===== config.mk =====
export PLATFORM = sky130hd
export DESIGN_NAME = lbm_field_reader
export DESIGN_NICKNAME = d
export VERILOG_FILES = /design/src/rtl/lbm_field_reader.sv
export SDC_FILE = /design/constraint.sdc
export NUM_CORES = 1
export LEC_CHECK = 0
export ABC_AREA = 1
export CAP_MARGIN = 20
export CORE_AREA = 4 4 100 102
export CTS_BUF_LIST = sky130_fd_sc_hd__clkbuf_4 sky130_fd_sc_hd__clkbuf_8
export CTS_CLUSTER_SIZE = 10
export DETAILED_ROUTE_END_ITERATION = 8
export DIE_AREA = 0 0 104 106
export GPL_TIMING_DRIVEN = 1
export PLACE_DENSITY = 0.85
export SYNTH_ARGS = -nofsm -noshare
export SYNTH_HDL_FRONTEND = slang
export SYNTH_SLANG_ARGS = --single-unit

===== constraint.sdc =====
create_clock -name CLOCK_50 -period 3.9 [get_ports CLOCK_50]
set_clock_uncertainty 0.05 [all_clocks]
set_input_delay 0.78 -clock CLOCK_50 [delete_from_list [all_inputs] [get_ports CLOCK_50]]
set_output_delay 0.78 -clock CLOCK_50 [all_outputs]
set_load 0.01 [all_outputs]

===== src/rtl/lbm_field_reader.sv =====
// Sweeps every lattice cell, reads p/ux/uy from the field memories and streams
// them as three tagged words per cell over a valid/ready handshake.
module lbm_field_reader #(
    parameter int GRID_DIM      = 16*16,
    parameter int DATA_WIDTH    = 32,
    parameter int ADDRESS_WIDTH = $clog2(GRID_DIM)
) (
    input  logic                         CLOCK_50,
    input  logic                         RESET,
    input  logic                         start,
    input  logic                         abort,
    output logic                         mem_rd_en,
    output logic [ADDRESS_WIDTH-1:0]     mem_rd_addr,
    input  logic signed [DATA_WIDTH-1:0] p_mem_data_out,
    input  logic signed [DATA_WIDTH-1:0] ux_mem_data_out,
    input  logic signed [DATA_WIDTH-1:0] uy_mem_data_out,
    output logic signed [DATA_WIDTH-1:0] out_data,
    output logic [1:0]                   out_field,
    output logic                         out_valid,
    input  logic                         out_ready,
    output logic                         out_last,
    output logic                         busy,
    output logic                         done
);

    // state   | meaning
    // IDLE    | waiting for start
    // READ    | read strobe for the current cell
    // LATCH   | memory words arrive, captured at end of cycle
    // SEND_P  | streaming pressure word
    // SEND_UX | streaming x-velocity word
    // SEND_UY | streaming y-velocity word, advances cell or finishes
    typedef enum logic [2:0] {
        IDLE    = 3'd0,
        READ    = 3'd1,
        LATCH   = 3'd2,
        SEND_P  = 3'd3,
        SEND_UX = 3'd4,
        SEND_UY = 3'd5
    } state_t;

    localparam logic [ADDRESS_WIDTH-1:0] LAST_IDX = ADDRESS_WIDTH'(GRID_DIM - 1);

    state_t                         state_q, state_d;
    logic [ADDRESS_WIDTH-1:0]       index_q, index_d;
    logic signed [DATA_WIDTH-1:0]   p_q, p_d;
    logic signed [DATA_WIDTH-1:0]   ux_q, ux_d;
    logic signed [DATA_WIDTH-1:0]   uy_q, uy_d;
    logic                           done_q, done_d;

    always_ff @(posedge CLOCK_50) begin
        if (RESET) begin
            state_q <= IDLE;
            index_q <= '0;
            p_q     <= '0;
            ux_q    <= '0;
            uy_q    <= '0;
            done_q  <= 1'b0;
        end else begin
            state_q <= state_d;
            index_q <= index_d;
            p_q     <= p_d;
            ux_q    <= ux_d;
            uy_q    <= uy_d;
            done_q  <= done_d;
        end
    end

    always_comb begin
        state_d   = state_q;
        index_d   = index_q;
        p_d       = p_q;
        ux_d      = ux_q;
        uy_d      = uy_q;
        done_d    = 1'b0;
        mem_rd_en = 1'b0;
        out_valid = 1'b0;
        out_data  = '0;
        out_field = 2'd0;
        out_last  = 1'b0;

        case (state_q)
            IDLE: begin
                if (start && !abort) begin
                    state_d = READ;
                    index_d = '0;
                end
            end
            READ: begin
                mem_rd_en = 1'b1;
                state_d   = LATCH;
            end
            LATCH: begin
                p_d     = p_mem_data_out;
                ux_d    = ux_mem_data_out;
                uy_d    = uy_mem_data_out;
                state_d = SEND_P;
            end
            SEND_P: begin
                out_valid = 1'b1;
                out_data  = p_q;
                out_field = 2'd0;
                if (out_ready) state_d = SEND_UX;
            end
            SEND_UX: begin
                out_valid = 1'b1;
                out_data  = ux_q;
                out_field = 2'd1;
                if (out_ready) state_d = SEND_UY;
            end
            SEND_UY: begin
                out_valid = 1'b1;
                out_data  = uy_q;
                out_field = 2'd2;
                out_last  = (index_q == LAST_IDX);
                if (out_ready) begin
                    // Final cell finishes without touching index so it never wraps.
                    if (index_q == LAST_IDX) begin
                        state_d = IDLE;
                        done_d  = 1'b1;
                    end else begin
                        index_d = index_q + ADDRESS_WIDTH'(1);
                        state_d = READ;
                    end
                end
            end
            default: state_d = IDLE;
        endcase

        if (abort && state_q != IDLE) begin
            state_d = IDLE;
            index_d = index_q;
            done_d  = 1'b0;
        end
    end

    assign mem_rd_addr = index_q;
    assign busy        = (state_q != IDLE);
    assign done        = done_q;

endmodule


==> impl.org <==
** Power
- Total design power :: 3390 uW
- Power per standard cell area :: 542 mW/mm^2
- Worst IR Drop VDD :: 0.288 mV
- Static leakage :: 0.00234 uW

** Synthesis
- Mean area per synthesized cell :: 6.80 sq um
- Summed over its instances, the top area cell type makes up 47.0% of the synthesized netlist area.
- Largest cells by area after synthesis :: sky130_fd_sc_hd__dfxtp_1 (47%), sky130_fd_sc_hd__nor2_1 (17%), sky130_fd_sc_hd__nand2_1 (11%), sky130_fd_sc_hd__o21ai_0 (10%), sky130_fd_sc_hd__nand3_1 (4.1%)
- Synthesized net count :: 778
- Yosys instantiated no cell more often than sky130_fd_sc_hd__nor2_1.
- The synthesized design contains 0 enable-type register cells.
- Dominant register cell in the synthesized netlist :: sky130_fd_sc_hd__dfxtp_1
- Top cells by count, synth :: sky130_fd_sc_hd__nor2_1 (210), sky130_fd_sc_hd__nand2_1 (129), sky130_fd_sc_hd__dfxtp_1 (108)
- Share of flip-flops with an asynchronous set or reset :: 0%
- Number of synthesis warnings :: 0
- Synthesis instantiated 26 different standard cells from the library.
- The mapped netlist covers 0.00460 sq mm.
- Summed over all instances, the cell type with the most area after synthesis is sky130_fd_sc_hd__dfxtp_1.
- Cells after synthesis :: 676
- Flip-flop and latch count after synthesis :: 108
- After synthesis, flip-flops and latches occupy 47.0% of the total area.

** STA
- Hold Violations, Final :: 0
- After routing, the total negative slack on setup checks comes to 0 ns.
- Pins over their slew limit :: 0
- Final critical-path required period :: 3.50 ns
- Slew @ Worst Pin :: 0.930 ns
- After layout, the worst path uses 89.6% of the clock period.
- Worst hold slack :: 0.437 ns
- Final setup violating endpoints :: 0
- Headroom to the max-slew limit came out at 38.0%.
- Derived from the worst setup path, the maximum achievable clock frequency is 286 MHz.
- Setup repair after global routing left no endpoint under its margin.

** Route
- WL/cell :: 13.6 um
- Detailed-route wire length :: 12.4 mm
- Met1 Wirelength :: 5.33 mm
- DR vias/cell :: 5.11
- Iteration-0 DRC Markers :: 199
- Count of TritonRoute iterations in the first routing pass :: 4
- The detailed router used layers up to and including met4.
- The routed layout has 4667 vias.
- Post-route ant nets :: 0
- Metal3 WL :: 803 um
- For this run, design rule violations remaining after detail routing come to 0.
- Met2 WL :: 6.07 mm

** Global route
- The number of antenna violations at the first check in global routing was 1.
- Global-route wire length before repair :: 20.1 mm
- For this run the aggregate overflow at the end of global routing stands at 0.
- GRT Total Usage :: 22.0%
- Via count of the first global-routing pass :: 4384
- Entering global routing, the biggest net connects 99 pins.

** Floorplanning
- The floorplan step defined a die boundary enclosing 0.0110 sq mm.
- Core Rows :: 35
- From left edge to right edge, the die measures 104 um.
- The die is 106 um tall.
- Pin placement for this block handled 148 I/O pins.
- For this configuration, the core starts out at a cell density of 50.5%.
- The core region is 0.00911 sq mm.

** Clock tree
- The clock passes through at most 2 buffers.
- TritonCTS built the clock tree.
- Clock edge transition at the registers on the reported setup and hold paths :: 0.10 ns
- Number of resized instances in the post-cts repair step :: 0
- The H-tree generated during clock tree synthesis spans 3 levels.
- Worst-Skew Late Latency :: 0.35 ns
- In this run the post-CTS setup repair buffer count came out at 0.
- CTS root buffer :: sky130_fd_sc_hd__clkbuf_8
- For this design, the CTS-stage hold fixing added 0 buffers.
- Total CTS buffers :: 9
- Number of sinks handled by clock tree synthesis :: 108

** Run
- The tool flagged a number of max-cap violations equal to 0.

** Placement
- Detailed placement ended at an HPWL of 8.43 mm.
- Final weighted congestion of routability-driven global placement :: 0.848
- Input and output buffers added on the ports amount to 147.

** Finish
- Measured on the finished design, the core utilization comes to 68.6%.
- Of the cells placed in the final design, the portion with a size suffix greater than 1 is 4.62%.
- Final-stage net count :: 899
- P&R area growth vs syn :: 36.0%

** Setup path
- Data on the critical path is required at its endpoint by 3.07 ns.
- Maximum fanout count along the critical path :: 34
- Kind of launch point of the worst setup path :: flip-flop
- Signal arrival time at the worst endpoint :: 2.67 ns
- STA classifies the critical path endpoint as an output pin.
- Startpoint-to-endpoint class of the critical path :: flip-flop to output pin

** Worst hold path
- The tightest min-delay check is of the flip-flop to flip-flop type.

** Status
- Status :: complete, no violations
## layer usage
layer | global-route usage (%) | up-vias
li1 | - | 2387
met1 | 27.0 | 2106
met2 | 37.6 | 152
met3 | 4.80 | 22
met4 | 8.74 | 0
met5 | 0 | -
## worst paths after layout
kind,startpoint,to,slack (ns),cells after the start
setup / recovery,state_q[0],out_last,0.40,5
hold / removal,uy_q[26],uy_q[26],0.44,2
setup reg to reg,state_q[0],mem_rd_addr[5],1.68,7
hold reg to reg,uy_q[26],uy_q[26],0.44,2
## placed cells by master, fill, tap and decap left out, types with 2 or more instances in the layout
master                            Yosys  final
sky130_fd_sc_hd__nor2_2               3      4
sky130_fd_sc_hd__nor2_1             210    209
sky130_fd_sc_hd__o21bai_1             2      2
sky130_fd_sc_hd__nand2_2              3      3
sky130_fd_sc_hd__o21ai_1              7      7
sky130_fd_sc_hd__nand2_1            129    129
sky130_fd_sc_hd__nand3_2              2      2
sky130_fd_sc_hd__nand3_1             38     38
sky130_fd_sc_hd__inv_1               13     12
sky130_fd_sc_hd__inv_2                4      5
sky130_fd_sc_hd__a21oi_1             14     14
sky130_fd_sc_hd__clkdlybuf4s50_1      0    147
sky130_fd_sc_hd__clkinv_2             0      2
sky130_fd_sc_hd__dfxtp_1            108    108
sky130_fd_sc_hd__buf_4                6      5
sky130_fd_sc_hd__o21ai_0             92     92
sky130_fd_sc_hd__clkbuf_8             0     11
## registers in the layout (all words and copies together) (netlist names)
signal / flops
uy_q: 32
p_q: 32
mem_rd_addr: 8
state_q: 3
ux_q: 32
done: 1
## final cells by class
class,count,area [sq um]
clock buffer,11,151
clock inverter,4,48.8
multi-input combinational,508,2170
tap,111,139
fill,787,2860
antenna,1,2.50
timing repair buffer,152,1510
sequential,108,2160
inverter,18,67.6
## power breakdown
part           internal (uW)  total, uW  leakage [uW]  switching, uW
combinational            428       1070       0.00135            644
clock                    328        683      0.000105            355
sequential              1450       1630      0.000880            181
total                   2210       3390       0.00234           1180
## kinds of logic (layout without fill, tap and decap cells)
logic type,Yosys count,count (layout),synth area share (%)
AND/OR/NAND/NOR,389,389,33.7
other,0,1,0
adder cells (fa/ha/maj),1,1,0.272
buffers and inverters,60,185,5.83
AO/OA/AOI/OAI,118,118,13.2
flip-flops,108,108,47.0
## worst max-delay path: stages, from the launching register on
cell	delay, ns
sky130_fd_sc_hd__dfxtp_1	0.49
sky130_fd_sc_hd__nand3_2	0.28
sky130_fd_sc_hd__inv_2	0.57
sky130_fd_sc_hd__nand3_1	0.28
sky130_fd_sc_hd__inv_2	0.15
sky130_fd_sc_hd__clkdlybuf4s50_1	0.54
## per-stage QoR
step,worst slack (ns),instances,instance area [sq um]
final,0.405,913,6250
after global routing,0.201,913,6250
after CTS,0.382,912,6250
after detailed placement,0.782,897,6050
after global placement,0.845,897,6050
after floorplan,1.92,676,4600
(Power assumes the default switching activity.)
